## src/rtl/alu_sequencer.sv

```systemverilog
// Instruction sequencer for an external combinational ALU. It keeps a small register
// file and C/Z/V flags, runs one instruction at a time and returns each result on a
// response channel.
module alu_sequencer #(
  parameter int DW          = 8,
  parameter int REG_AW      = 2,
  parameter int EXEC_CYCLES = 1
) (
  input  logic          clk,
  input  logic          rst_n,
  input  logic          instr_valid,
  output logic          instr_ready,
  input  logic [15:0]   instr,
  output logic [DW-1:0] alu_a,
  output logic [DW-1:0] alu_b,
  output logic          alu_cin,
  output logic [4:0]    alu_opcode,
  input  logic [DW-1:0] alu_result,
  input  logic          alu_cout,
  input  logic          alu_z,
  input  logic          alu_v,
  output logic          rsp_valid,
  input  logic          rsp_ready,
  output logic [DW-1:0] rsp_data,
  output logic [2:0]    rsp_flags,
  output logic          rsp_err,
  output logic [1:0]    dbg_state
);

  // Handshakes: a transfer happens on a rising edge where valid & ready are both high.
  // The producer holds valid and its payload until then; ready never depends on valid.

  localparam int NREG = 2 ** REG_AW;
  localparam logic [4:0] OP_LDI      = 5'd31;
  localparam logic [4:0] OP_LAST_ALU = 5'd26;

  typedef enum logic [1:0] {
    S_IDLE = 2'd0,
    S_EXEC = 2'd1,
    S_RSP  = 2'd2
  } state_t;

  state_t state_q, state_d;

  logic [DW-1:0]     regs_q [NREG];
  logic              c_q, z_q, v_q;
  logic [3:0]        cnt_q, cnt_d;
  logic [REG_AW-1:0] rd_q, rd_d;

  logic [DW-1:0] alu_a_q, alu_a_d;
  logic [DW-1:0] alu_b_q, alu_b_d;
  logic          alu_cin_q, alu_cin_d;
  logic [4:0]    alu_op_q, alu_op_d;

  logic [DW-1:0] rsp_data_q, rsp_data_d;
  logic [2:0]    rsp_flags_q, rsp_flags_d;
  logic          rsp_err_q, rsp_err_d;

  logic              wr_en;
  logic [REG_AW-1:0] wr_addr;
  logic [DW-1:0]     wr_data;
  logic              flags_we;

  logic              handshake;
  logic [4:0]        in_op;
  logic [REG_AW-1:0] in_rd, in_rs1, in_rs2;
  logic [DW-1:0]     in_imm;

  assign in_op  = instr[15:11];
  assign in_rd  = instr[9 +: REG_AW];
  assign in_rs1 = instr[7 +: REG_AW];
  assign in_rs2 = instr[5 +: REG_AW];
  assign in_imm = DW'(instr[7:0]);

  // Ready is also gated by rst_n so it stays low during the whole reset pulse.
  assign instr_ready = rst_n && (state_q == S_IDLE);
  assign handshake   = instr_valid && instr_ready;

  assign rsp_valid  = (state_q == S_RSP);
  assign rsp_data   = rsp_data_q;
  assign rsp_flags  = rsp_flags_q;
  assign rsp_err    = rsp_err_q;
  assign alu_a      = alu_a_q;
  assign alu_b      = alu_b_q;
  assign alu_cin    = alu_cin_q;
  assign alu_opcode = alu_op_q;
  assign dbg_state  = state_q;

  always_comb begin
    state_d     = state_q;
    cnt_d       = cnt_q;
    rd_d        = rd_q;
    alu_a_d     = alu_a_q;
    alu_b_d     = alu_b_q;
    alu_cin_d   = alu_cin_q;
    alu_op_d    = alu_op_q;
    rsp_data_d  = rsp_data_q;
    rsp_flags_d = rsp_flags_q;
    rsp_err_d   = rsp_err_q;
    wr_en       = 1'b0;
    wr_addr     = '0;
    wr_data     = '0;
    flags_we    = 1'b0;

    unique case (state_q)
      S_IDLE: begin
        if (handshake) begin
          rd_d = in_rd;
          if (in_op <= OP_LAST_ALU) begin
            // Operands are snapshotted here, so an rd that aliases rs1/rs2 sees the old value.
            state_d   = S_EXEC;
            cnt_d     = 4'(EXEC_CYCLES - 1);
            alu_a_d   = regs_q[in_rs1];
            alu_b_d   = regs_q[in_rs2];
            alu_cin_d = c_q;
            alu_op_d  = in_op;
          end else if (in_op == OP_LDI) begin
            state_d     = S_RSP;
            wr_en       = 1'b1;
            wr_addr     = in_rd;
            wr_data     = in_imm;
            rsp_data_d  = in_imm;
            rsp_flags_d = {c_q, z_q, v_q};
            rsp_err_d   = 1'b0;
          end else begin
            state_d     = S_RSP;
            rsp_data_d  = '0;
            rsp_flags_d = {c_q, z_q, v_q};
            rsp_err_d   = 1'b1;
          end
        end
      end
      S_EXEC: begin
        if (cnt_q == 4'd0) begin
          state_d     = S_RSP;
          wr_en       = 1'b1;
          wr_addr     = rd_q;
          wr_data     = alu_result;
          flags_we    = 1'b1;
          rsp_data_d  = alu_result;
          rsp_flags_d = {alu_cout, alu_z, alu_v};
          rsp_err_d   = 1'b0;
          alu_a_d     = '0;
          alu_b_d     = '0;
          alu_cin_d   = 1'b0;
          alu_op_d    = '0;
        end else begin
          cnt_d = cnt_q - 4'd1;
        end
      end
      S_RSP: begin
        if (rsp_ready) begin
          state_d = S_IDLE;
        end
      end
      default: begin
        state_d = S_IDLE;
      end
    endcase
  end

  always_ff @(posedge clk or negedge rst_n) begin
    if (!rst_n) begin
      state_q     <= S_IDLE;
      cnt_q       <= '0;
      rd_q        <= '0;
      alu_a_q     <= '0;
      alu_b_q     <= '0;
      alu_cin_q   <= 1'b0;
      alu_op_q    <= '0;
      rsp_data_q  <= '0;
      rsp_flags_q <= '0;
      rsp_err_q   <= 1'b0;
      c_q         <= 1'b0;
      z_q         <= 1'b0;
      v_q         <= 1'b0;
    end else begin
      state_q     <= state_d;
      cnt_q       <= cnt_d;
      rd_q        <= rd_d;
      alu_a_q     <= alu_a_d;
      alu_b_q     <= alu_b_d;
      alu_cin_q   <= alu_cin_d;
      alu_op_q    <= alu_op_d;
      rsp_data_q  <= rsp_data_d;
      rsp_flags_q <= rsp_flags_d;
      rsp_err_q   <= rsp_err_d;
      if (flags_we) begin
        c_q <= alu_cout;
        z_q <= alu_z;
        v_q <= alu_v;
      end
    end
  end

  always_ff @(posedge clk or negedge rst_n) begin
    if (!rst_n) begin
      for (int i = 0; i < NREG; i++) begin
        regs_q[i] <= '0;
      end
    end else if (wr_en) begin
      regs_q[wr_addr] <= wr_data;
    end
  end

endmodule

```

## config.mk

```make
export PLATFORM = sky130hd
export DESIGN_NAME = alu_sequencer
export DESIGN_NICKNAME = d
export VERILOG_FILES = /design/src/rtl/alu_sequencer.sv
export SDC_FILE = /design/constraint.sdc
export NUM_CORES = 1
export LEC_CHECK = 0
export CELL_PAD_IN_SITES_DETAIL_PLACEMENT = 2
export CELL_PAD_IN_SITES_GLOBAL_PLACEMENT = 2
export CORE_ASPECT_RATIO = 0.8
export CORE_MARGIN = 2
export CORE_UTILIZATION = 31
export DETAILED_ROUTE_END_ITERATION = 12
export GPL_TIMING_DRIVEN = 0
export MAX_ROUTING_LAYER = met4
export PLACE_DENSITY = 0.78
export SKIP_LAST_GASP = 1
export SLEW_MARGIN = 20
export SYNTH_ARGS = -nofsm -noshare
export SYNTH_HDL_FRONTEND = slang
export SYNTH_SLANG_ARGS = --single-unit
```

## constraint.sdc

```tcl
create_clock -name clk -period 2.1 [get_ports clk]
set_input_delay 0.42 -clock clk [delete_from_list [all_inputs] [get_ports clk]]
set_output_delay 0.42 -clock clk [all_outputs]
set_load 0.05 [all_outputs]
```

* Word level (Yosys, flattened, before mapping)
Cells that the tools add are included.
** Cells by class
- Add/sub/neg operators :: 1
- Order comparisons :: 5
- Equality and inequality tests :: 9
- Muxes and demuxes :: 61
- Bitwise gates (word level) :: 3
- Reduce and logical (&&, ||, !) cells :: 11
** Operator list (count)
- $mux W8 :: 17
- $pmux W8 S2 :: 4
- $bmux W8 S2 :: 2
- $bwmux W32 :: 1
- $demux W8 S2 :: 1
- $mux W2 :: 8
- $mux W5 :: 3
- $mux W4 :: 3
- $reduce_and A4 Y1 :: 3
- $mux W1 :: 11
- $pmux W5 S2 :: 1
- $ge A3 B3 Y1 const B :: 3
- $mux W3 :: 3
- $not A2 Y3 :: 3
- $ne A2 B2 Y1 const B :: 4
- $pmux W4 S2 :: 1
- $pmux W1 S2 :: 3
- $pmux W2 S3 :: 1
- $pmux W3 S2 :: 1
- $eq A5 B5 Y1 const B :: 1
- $le A5 B5 Y1 const B :: 1
- $logic_not A4 Y1 :: 1
- $ne A2 B1 Y1 const B :: 2
- $pmux W2 S2 :: 1
- other kinds (9) :: 11
** Storage, ports and cells
- Register bits after elaboration :: 77
- Input bits :: 31
- Output and inout bits :: 38

* Longest topological paths before layout
Gate-level depths: netlist of the first run.
- Depth in word-level cells :: 11
- Mapped depth :: 9
- Gate-level depth less buffers :: 7

* Worst setup path before layout of the first run
OpenSTA, ideal clock, no wires.
- Kind :: reg2reg
- From :: register state_q[0], in the netlist dbg_state[0]
- To :: register regs_q[16] in the netlist's numbering
- Library setup time :: 0.125 ns
- Arrival time :: 2.371 ns
- Data required time :: 1.975 ns
- Setup slack :: -0.396 ns
- Cell stages (with the launch flop) :: 9
- Path buffers :: 3
- Period minus slack after synthesis :: 2.496 ns
- Cells stage by stage :: dfrtp_1 -> buf_6 -> nand2b_1 -> buf_6 -> or3_4 -> a221o_2 -> nor2b_4 -> buf_12 -> mux2_4
** Between the ends
- Longest elaborated chain between the ends :: 11
** Ends and longest elaborated chain
- start, declared :: RTL line 43 : state_t state_q, state_d;
- start signal, assigned :: RTL line 178 : state_q <= state_d;
- $logic_not A2 Y1 :: RTL line 76, 105
- $logic_and A1 B1 Y1 :: RTL line 76 : assign instr_ready = rst_n && (state_q == S_IDLE);
- $logic_and A1 B1 Y1 :: RTL line 77 : assign handshake = instr_valid && instr_ready;
- $mux W2 :: RTL line 107 : if (handshake) begin
- $pmux W2 S2 :: RTL line 105 : unique case (state_q)
- $not A2 Y3 (not written as such) :: RTL line 202 : regs_q[wr_addr] <= wr_data;
- $ge A3 B3 Y1 (not written as such) or $lt A3 B1 Y1 (tied branches) :: RTL line 202
- $logic_and A1 B1 Y1 (not written as such) :: RTL line 202
- $mux W8 (not written as such) :: RTL line 202
- $demux W8 S2 :: RTL line 202
- $bwmux W32 :: RTL line 202
- end signal, assigned by index :: RTL line 202
- end, declared :: RTL line 45 : logic [DW-1:0] regs_q [NREG];
Several ways; a longest one is shown, not always the timed one.
A chain may end at the register's enable or synchronous reset.

* Final worst setup path of the first run
- From :: input instr[11]
- To :: register regs_q[17] in the netlist's numbering
** Between the ends
- Longest elaborated chain between the ends :: 11
** Ends and longest elaborated chain
- start, declared :: RTL line 13 : input logic [15:0] instr,
- branches (longest 11 deep; another with $le A5 B5 Y1)
Parallel ways; which one is timed is not known.

==> impl_metrics.yaml, run 1 <==
run_status:
  outcome: "complete, but fails checks"
  failed_checks: "setup timing"
global_routing:
  grt_remaining_overflow: 0
  grt_max_degree: 43
  antenna_found_initial: 0
  grt_pass1_vias: 3266
  grt_pass1_wl_um: 19300
  gr-usage-all-layers_pct: 20.5
pwr:
  power.density_nw_per_um2: 1280
  power_frac_seq_pct: 30.5
  ir_worst_vdd_v: 0.000714
  p_switching_mw: 2.89
  power_frac_comb_pct: 47.6
  intPower_mw: 3.88
  power_frac_clock_pct: 21.9
  switching_share_pct: 42.7
  p_leak_nw: 2.30
route:
  totalWireLength_um: 12200
  drt-vias-per-instance: 5.22
  drt_first_pass_iters: 4
  drt_iter0_markers: 110
  vias: 2943
  route.detailed.drc: 0
  detail-route-antenna-nets: 0
  wl_per_cell_um: 21.6
placed_design:
  port_buffers: 64
  hpwl_um: 7950
  placed_area_um2: 4640
  gp_congestion: 0.720
yosys:
  synthArstFlopShare_pct: 100
  yosysSeqAreaShare_pct: 51.4
  synth_common_cells: "77 x dfrtp_1, 70 x nand2_1, 28 x o21ai_0"
  syn_area_per_cell_um2: 11.9
  synthTopCellsByArea: "dfrtp_1 51%, mux4_2 9.6%, nand2_1 7.0%"
  synthCells: 316
  ys_warn_count: 0
  synth_top_cell_by_area: "dfrtp_1"
  synth_seq_cells: 77
  synth_cell_type_count: 44
  yosysMostFrequentCell: "dfrtp_1"
  synth_top_area_share_pct: 51.4
  syn_area_um2: 3750
  syn_nets: 348
  synth-edff-count: 0
  synthFlopType: "dfrtp_1"
layout:
  areaGrowthSynthToFinish_pct: 41.1
  fin_nets: 443
  design_area_um2: 5290
  fillCellCount: 1160
  diodes: 0
  drive_gt1_share_pct: 30.8
clock_tree:
  root_buffer: "clkbuf_16"
  clk_pin_slew_ns: 0.06
  cts_buffer_depth: 2
  htreeDepth: 3
  clk_latency_ns: 0.35
  clock-sinks: 77
  cts_made_buffers: 9
  cts_tree: "built"
critical_path:
  path_cells: "clkdlybuf4s50_1 -> nand3_1 -> or3_4 -> a221o_2 -> nor2b_4 -> buf_12 -> mux2_4"
  reg2reg_depth: 7
  rrSetupSlack_ns: -0.22
  start_kind: "primary input"
  crit_path_top_delay_cell: "clkdlybuf4s50_1"
  worst_ep_arrival_time_ns: 2.57
  reg2reg_from: "dbg_state[0]$_DFFE_PN0P_"
  cp-end-kind: "flop"
  critPathKind: "primary input to flop"
  critical_path.max_fanout: 8
  worst_ep_required_time_ns: 2.33
  critPathMaxStageDelay_ns: 0.52
  rr_endpoint: "regs_q[17]$_DFFE_PN0P_"
floorplan:
  die-area_um2: 13000
  io-pin-count: 69
  initial_core_util_pct: 32.2
  coreArea_um2: 11600
  die_h_um: 102
  fp.dieW_um: 127
  row_count: 35
timing:
  setup_viol: 32
  hold_violations: 0
  maxSlewViolCount: 0
  worst_slew_pin_slew_ns: 0.784
  max_slew_margin_pct: 47.8
  rsz0062_at_grt: "true"
  period_needed_ns: 2.33
  fin_ws_ns: -0.234
  period_share_pct: 111
  skew_ns: 0.00799
  fin_setup_tns_ns: -5.59
  fmax_mhz: 428
worst_hold_path:
  hold_path.class: "primary input to asynchronous set/reset pin"
run:
  maxCapViolations: 0
## cell usage in the layout (no fill, tap or decap), types with 3 or more instances in the layout
cell type	n
dfrtp_1	75
nand2_1	69
clkdlybuf4s50_1	60
o21ai_0	25
mux2_4	24
mux4_2	16
buf_4	16
a21o_1	11
nand3_1	9
clkbuf_16	9
mux2_2	8
clkbuf_1	6
a21oi_4	6
buf_12	6
nor2_1	5
inv_1	4
a21oi_1	4
clkbuf_2	3
a21oi_2	3
o21ai_1	3
## worst max path at each step
stage                             start                       end  slack (ns)  cells after the start
6_report                      instr[11]    regs_q[17]$_DFFE_PN0P_       -0.23                      7
5_1_grt        dbg_state[0]$_DFFE_PN0P_    regs_q[16]$_DFFE_PN0P_       -0.29                      7
4_1_cts            cnt_q[0]$_DFFE_PN0P_    regs_q[22]$_DFFE_PN0P_       -0.23                      8
3_5_place_dp                      rst_n     regs_q[3]$_DFFE_PN0P_       -1.07                      6
3_3_place_gp                      rst_n  rsp_flags[0]$_DFFE_PN0P_       -3.82                      7
2_1_floorplan  dbg_state[0]$_DFFE_PN0P_    regs_q[16]$_DFFE_PN0P_       -0.25                      7
## sequential cells by signal, indices dropped and copies added (netlist names)
register	cells
regs_q	32
cnt_q	4
rsp_data	8
alu_cin	1
dbg_state	2
c_q	1
alu_b	8
rd_q	2
alu_a	8
v_q	1
alu_opcode	5
rsp_err	1
rsp_flags	3
z_q	1
## what timing repair did
item / 4_1_cts / 5_1_grt
cloned: 0 / 1
hold endpoints to repair: 38 / 0
endpoints found under the setup margin: 69 / 67
resized for setup: 36 / 29
pin swaps: 6 / 2
hold buffers: 1 / 0
buffers inserted: 12 / 5
## power by group through the flow
| stage | clock network [mW] | registers [mW] | logic, mW |
|---|---|---|---|
| finish | 1.48 | 2.07 | 3.22 |
| global route | 1.60 | 2.12 | 3.45 |
| CTS | 1.52 | 2.06 | 3.02 |
| detailed placement | 0 | 2.08 | 2.72 |
| global placement | 0 | 2.06 | 2.64 |
| floorplan | 0 | 2.73 | 1.11 |
## worst max-delay path, delay by kind of cell
family | cells | cell delay (ns)
simple gates | 3 | 0.67
compound gates | 1 | 0.49
buf+inv | 2 | 0.67
mux | 1 | 0.30
## routing by layer
metal | vias to the layer above | GRT usage (%) | share of wire (%)
li1 | 1313 | - | -
met1 | 1537 | 26.7 | 47
met2 | 73 | 33.1 | 48
met3 | 20 | 4.03 | 4.0
met4 | 0 | 5.33 | 1.3
met5 | - | - | 0
## cell families (layout without fill, tap and decap cells)
kind of cell,count (synthesis),after routing,share of synthesized area (%)
flops,77,77,51.4
buf+inv,24,124,3.24
simple gates,101,101,13.3
mux,50,50,21.3
compound gates,63,63,10.4
fa+ha+maj,1,1,0.334
## per-stage QoR
stage	power [mW]	hold slack (ns)	setup slack (ns)	util, %	instances
final	6.77	0.00367	-0.234	45.4	564
after global routing	7.17	0.0214	-0.285	45.4	564
after CTS	6.60	0.0144	-0.227	44.4	558
after detailed placement	4.80	0.444	-1.07	39.8	529
after global placement	4.70	0.461	-3.82	39.6	528
after floorplan	3.84	0.124	-0.254	-	316
## area by class of cell
type	instances	area (µm²)	area share, %
Clock inverter	6	46.3	0.874
Inverter	6	22.5	0.425
Clock buffer	10	229	4.33
Tap cell	148	185	3.50
Buffer	18	134	2.53
Multi-Input combinational cell	215	1870	35.3
Sequential cell	77	1930	36.4
Timing Repair Buffer	84	877	16.6
No activity file was read; power rests on OpenSTA's default activity.
==> run 2: changes to the inputs <==
--- a/config.mk
+++ b/config.mk
@@ -5,15 +5,15 @@
 export SDC_FILE = /design/constraint.sdc
 export NUM_CORES = 1
 export LEC_CHECK = 0
-export CELL_PAD_IN_SITES_DETAIL_PLACEMENT = 2
-export CELL_PAD_IN_SITES_GLOBAL_PLACEMENT = 2
+export CELL_PAD_IN_SITES_DETAIL_PLACEMENT = 1
+export CELL_PAD_IN_SITES_GLOBAL_PLACEMENT = 1
 export CORE_ASPECT_RATIO = 0.8
 export CORE_MARGIN = 2
-export CORE_UTILIZATION = 31
+export CORE_UTILIZATION = 38
 export DETAILED_ROUTE_END_ITERATION = 12
 export GPL_TIMING_DRIVEN = 0
 export MAX_ROUTING_LAYER = met4
-export PLACE_DENSITY = 0.78
+export PLACE_DENSITY = 0.79
 export SKIP_LAST_GASP = 1
 export SLEW_MARGIN = 20
 export SYNTH_ARGS = -nofsm -noshare
==> run 2 against run 1 <==
Compared with the run above: the run still ends with setup timing left; fmax up 4.6%; final area fell by 0.38%; non-clock buffer count grew 7; via count down 0.54%; core utilization increased by 9.4 points; clock skew fell by 0.0013 ns; critical path type is now flop to flop.
==> impl_metrics.yaml, run 2 (synthesized netlist as in run 1, its figures left out) <==
critical_path:
  start_kind: "flop"
  critPathKind: "flop to flop"
  rrSetupSlack_ns: -0.13
  critical_path.max_fanout: 8
  reg2reg_from: "cnt_q[1]$_DFFE_PN0P_"
  worst_ep_required_time_ns: 2.32
  cp-end-kind: "flop"
  reg2reg_depth: 10
  rr_endpoint: "regs_q[22]$_DFFE_PN0P_"
  worst_ep_arrival_time_ns: 2.45
timing:
  whs_ns: 0.142
  period_share_pct: 106
  skew_ns: 0.00666
  fin_ws_ns: -0.132
  maxSlewViolCount: 0
  rsz0062_at_grt: "true"
  max_slew_margin_pct: 34.3
  hold_violations: 0
  period_needed_ns: 2.23
  fmax_mhz: 448
  fin_setup_tns_ns: -3.14
  worst_slew_pin_slew_ns: 0.983
  setup_viol: 33
layout:
  most-common-layout-cells: "75 x dfrtp_1, 69 x nand2_1, 53 x clkdlybuf4s50_1"
  largest_reg_flops: 32
  top_register: "regs_q"
  fin_nets: 450
  areaGrowthSynthToFinish_pct: 40.6
  layout_commonest_cell: "dfrtp_1"
  fillCellCount: 1024
  finalNonFillerCells: 541
  diodes: 0
  drive_gt1_share_pct: 32.0
floorplan:
  io-pin-count: 69
  die-area_um2: 10700
  fp.dieW_um: 115
  initial_core_util_pct: 39.0
  coreArea_um2: 9610
  row_count: 32
  die_h_um: 92.9
global_routing:
  gr-usage-all-layers_pct: 21.5
  grt_max_degree: 59
  antenna_found_initial: 0
  grt_pass1_vias: 3152
  grt_remaining_overflow: 0
  grt_pass1_wl_um: 16800
clock_tree:
  cts_made_buffers: 9
  cts_tree: "built"
  clk_latency_ns: 0.34
  clk_pin_slew_ns: 0.06
  htreeDepth: 3
  root_buffer: "clkbuf_16"
  clock-sinks: 77
  cts_buffer_depth: 2
pwr:
  ir_worst_vdd_v: 0.000876
  switching_share_pct: 40.8
  power_frac_comb_pct: 46.1
  p_leak_nw: 2.39
  power_frac_seq_pct: 30.9
  power_frac_clock_pct: 23.0
  p_switching_mw: 2.77
  intPower_mw: 4.01
  power.density_nw_per_um2: 1290
  power.total_mw: 6.78
route:
  drt_first_pass_iters: 4
  drt-vias-per-instance: 5.41
  wl_per_cell_um: 19.7
  drt_iter0_markers: 85
  route.detailed.drc: 0
  vias: 2927
  detail-route-antenna-nets: 0
  totalWireLength_um: 10700
run:
  maxCapViolations: 0
run_status:
  outcome: "complete, but fails checks"
  failed_checks: "setup timing"
placed_design:
  gp_congestion: 0.781
  hpwl_um: 6850
  port_buffers: 64
  place_inst: 500
worst_hold_path:
  hold_path.class: "primary input to asynchronous set/reset pin"
==> run 2: worst max path at each step <==
stage | startpoint | endpoint | cells after the start
2_1_floorplan | dbg_state[0]$_DFFE_PN0P_ | regs_q[16]$_DFFE_PN0P_ | 7
3_3_place_gp | rst_n | rsp_flags[1]$_DFFE_PN0P_ | 7
3_5_place_dp | instr[14] | regs_q[8]$_DFFE_PN0P_ | 7
4_1_cts | cnt_q[0]$_DFFE_PN0P_ | regs_q[22]$_DFFE_PN0P_ | 8
5_1_grt | cnt_q[1]$_DFFE_PN0P_ | regs_q[19]$_DFFE_PN0P_ | 10
6_report | cnt_q[1]$_DFFE_PN0P_ | regs_q[22]$_DFFE_PN0P_ | 10
==> run 2: what timing repair did <==
| action | CTS | global route |
|---|---|---|
| resized for setup | 29 | 38 |
| hold endpoints to repair | 19 | 0 |
| gates cloned | 0 | 1 |
| hold buffers | 1 | 0 |
| pin swaps | 11 | 10 |
| buffers inserted | 19 | 7 |
| setup endpoints to repair | 69 | 66 |
==> run 2: routing by layer <==
layer | vias to the layer above | global-route usage (%) | wire length (µm)
met5 | - | - | 0
met3 | 13 | 4.12 | 381
met4 | 0 | 5.82 | 125
met2 | 74 | 33.5 | 4990
met1 | 1508 | 29.0 | 5180
li1 | 1332 | - | -
==> run 2: critical path: stages (launching register included) <==
cell,delay [ns]
dfrtp_1,0.39
inv_2,0.09
ha_4,0.16
nand2b_4,0.07
buf_4,0.15
nor3_4,0.29
buf_4,0.18
a32o_2,0.16
nor2b_4,0.17
buf_12,0.15
mux2_4,0.30
==> run 2: per-stage QoR <==
stage | area (µm²) | util (%) | setup slack [ns]
CTS | 5150 | 53.6 | -0.138
global placement | 4580 | 47.6 | -3.65
floorplan | 3790 | - | -0.254
finish | 5270 | 54.9 | -0.132
global route | 5270 | 54.9 | -0.222
detailed placement | 4600 | 47.9 | -0.800
==> run 2: power groups by stage <==
stage          Sequential (mW)  Clock (mW)  Combinational (mW)
4_1_cts                   2.07        1.58                2.94
5_1_grt                   2.14        1.65                3.32
2_1_floorplan             2.73           0                1.11
6_report                  2.09        1.56                3.13
3_5_place_dp              2.07           0                2.67
3_3_place_gp              2.06           0                2.61
==> run 2: area by class of cell <==
type                            instances  area, µm²  area share [%]
Clock buffer                           11        253            4.79
Multi-Input combinational cell        215       1850            35.1
Timing Repair Buffer                   93        925            17.5
Clock inverter                          4       47.5           0.902
Tap cell                              119        149            2.82
Inverter                                6       22.5           0.427
Sequential cell                        77       1930            36.6
Buffer                                 16       96.3            1.83
==> run 3: changes to the inputs <==
--- a/config.mk
+++ b/config.mk
@@ -5,15 +5,16 @@
 export SDC_FILE = /design/constraint.sdc
 export NUM_CORES = 1
 export LEC_CHECK = 0
+export CAP_MARGIN = 25
 export CELL_PAD_IN_SITES_DETAIL_PLACEMENT = 1
 export CELL_PAD_IN_SITES_GLOBAL_PLACEMENT = 1
 export CORE_ASPECT_RATIO = 0.8
 export CORE_MARGIN = 2
-export CORE_UTILIZATION = 38
+export CORE_UTILIZATION = 42
 export DETAILED_ROUTE_END_ITERATION = 12
 export GPL_TIMING_DRIVEN = 0
 export MAX_ROUTING_LAYER = met4
-export PLACE_DENSITY = 0.79
+export PLACE_DENSITY = 0.82
 export SKIP_LAST_GASP = 1
 export SLEW_MARGIN = 20
 export SYNTH_ARGS = -nofsm -noshare
==> constraint.sdc (replaced) <==
create_clock -name clk -period 2.52 [get_ports clk]
set_input_delay 0.504 -clock clk [delete_from_list [all_inputs] [get_ports clk]]
set_output_delay 0.504 -clock clk [all_outputs]
set_load 0.05 [all_outputs]
==> run 3 against run 2 <==
Compared with the run above: global-route usage is 2.2 points higher; highest routed layer unchanged; critical path depth is 3 lower; largest cell class unchanged; sequential share of layout area increased by 3.0 points; total power fell by 28%; clock power decreased by 39%; the run now ends clean; flip-flop and latch count unchanged; hold slack worse by 0.12 ns; final area shrank 7.7%; sequential power down 18%; via count down 5.4%; combinational power decreased by 29%.
==> impl_metrics.yaml, run 3 (synthesized netlist as in run 1, its figures left out) <==
clock_tree:
  clock-sinks: 77
  root_buffer: "clkbuf_8"
  clk_latency_ns: 0.34
  cts_buffer_depth: 2
  cts_hold_buf: 0
  cts_tree: "built"
  htreeDepth: 3
  clk_pin_slew_ns: 0.08
  cts_made_buffers: 9
timing:
  skew_ns: 0.0107
  rsz0062_at_grt: "true"
  max_slew_margin_pct: 46.1
  whs_ns: 0.0240
  worst_slew_pin_slew_ns: 0.808
  period_share_pct: 99.2
  period_needed_ns: 2.50
  maxSlewViolCount: 0
  setup_viol: 0
  hold_violations: 0
  fin_ws_ns: 0.0191
  fmax_mhz: 400
pwr:
  p_leak_nw: 2.14
  ir_worst_vdd_v: 0.000592
  power.density_nw_per_um2: 1010
route:
  drt-vias-per-instance: 5.41
  vias: 2768
  detail-route-antenna-nets: 0
  route.detailed.drc: 0
  drt_iter0_markers: 135
  drt_first_pass_iters: 4
  totalWireLength_um: 10000
  wl_per_cell_um: 19.6
worst_hold_path:
  hold_path.class: "primary input to asynchronous set/reset pin"
global_routing:
  grt-busiest-layer: "met2"
  met2_usage_pct: 36.9
  antenna_found_initial: 0
  met1_usage_pct: 32.7
  use_met3_pct: 5.01
  grt_max_degree: 29
  gr-usage-all-layers_pct: 23.7
  grt_remaining_overflow: 0
  grt_pass1_vias: 3027
  grt_pass1_wl_um: 16500
layout:
  drive_gt1_share_pct: 21.3
  areaGrowthSynthToFinish_pct: 29.8
  most-common-layout-cells: "77 x dfrtp_1, 70 x nand2_1, 62 x clkdlybuf4s50_1"
  utilization_pct: 56.6
  layout_commonest_cell: "dfrtp_1"
  largest_reg_flops: 32
  diodes: 0
  top_register: "regs_q"
  fillCellCount: 917
  fin_nets: 427
floorplan:
  initial_core_util_pct: 43.6
  die-area_um2: 9710
  coreArea_um2: 8600
  fp.dieW_um: 110
  die_h_um: 88.5
  row_count: 30
  io-pin-count: 69
placed_design:
  dp_slack_ns: -0.627
  port_buffers: 64
  gp_congestion: 0.818
  hpwl_um: 7170
run_status:
  outcome: "completed"
critical_path:
  worst_ep_arrival_time_ns: 2.72
  reg2reg_from: "cnt_q[0]$_DFFE_PN0P_"
  start_kind: "primary input"
  crit_start: "instr[15]"
  critical_path.max_fanout: 10
  worst_ep_required_time_ns: 2.74
  critPathKind: "primary input to flop"
  cp-end-kind: "flop"
run:
  maxCapViolations: 0
==> run 3: power by group <==
group	internal [mW]	total (mW)	switching, mW
clock network	0.483	0.949	0.466
logic	0.770	2.23	1.46
registers	1.51	1.72	0.204
total	2.77	4.90	2.13
==> run 3: cell type report <==
| cell class | count | area [µm²] | area share (%) |
|---|---|---|---|
| plain buffers | 18 | 103 | 2.11 |
| clock buffers | 10 | 138 | 2.83 |
| clock inverters | 6 | 61.3 | 1.26 |
| inverters | 6 | 22.5 | 0.463 |
| multi-input cells | 215 | 1750 | 35.9 |
| flip-flops and latches | 77 | 1930 | 39.6 |
| well taps | 112 | 140 | 2.88 |
| repair buffers | 68 | 728 | 15.0 |
==> run 3: metrics by stage <==
stage	TNS, ns	instance area [µm²]	cells	power [mW]
after CTS	0	4840	512	4.92
after floorplan	0	3750	316	3.15
after global routing	-0.405	4870	512	5.18
final	0	4870	512	4.90
after detailed placement	-30.61	4560	493	3.92
after global placement	-372.26	4530	492	3.84
==> run 3: repair_timing <==
item,in CTS,in global routing
pin swaps,2,0
gates resized for setup,8,8
cloned,1,0
buffers inserted,2,0
endpoints found under the setup margin,63,32
hold endpoints to repair,0,0
==> run 3: final timing paths <==
path,end,slack [ns],cells after the start
setup / recovery,regs_q[14]$_DFFE_PN0P_,0.02,7
hold / removal,alu_opcode[3]$_DFFE_PN0P_,0.02,1
setup reg to reg,regs_q[20]$_DFFE_PN0P_,0.10,8
hold reg to reg,alu_opcode[3]$_DFFE_PN0P_,0.48,2
max in group asynchronous,rsp_data[1]$_DFFE_PN0P_,1.91,2
min in group clk,alu_opcode[3]$_DFFE_PN0P_,0.48,2
==> run 3: per-layer routing <==
| layer | vias up | wire (µm) |
|---|---|---|
| met1 | 1410 | 4960 |
| met4 | 0 | 55 |
| met5 | - | 0 |
| met2 | 75 | 4590 |
| li1 | 1279 | - |
| met3 | 4 | 411 |
==> run 3: worst max-delay path: stages <==
cell             delay [ns]
clkdlybuf4s50_1        0.48
nand2_1                0.14
nor2_1                 0.30
clkbuf_2               0.32
nand2_1                0.11
a21oi_2                0.46
mux2_2                 0.40
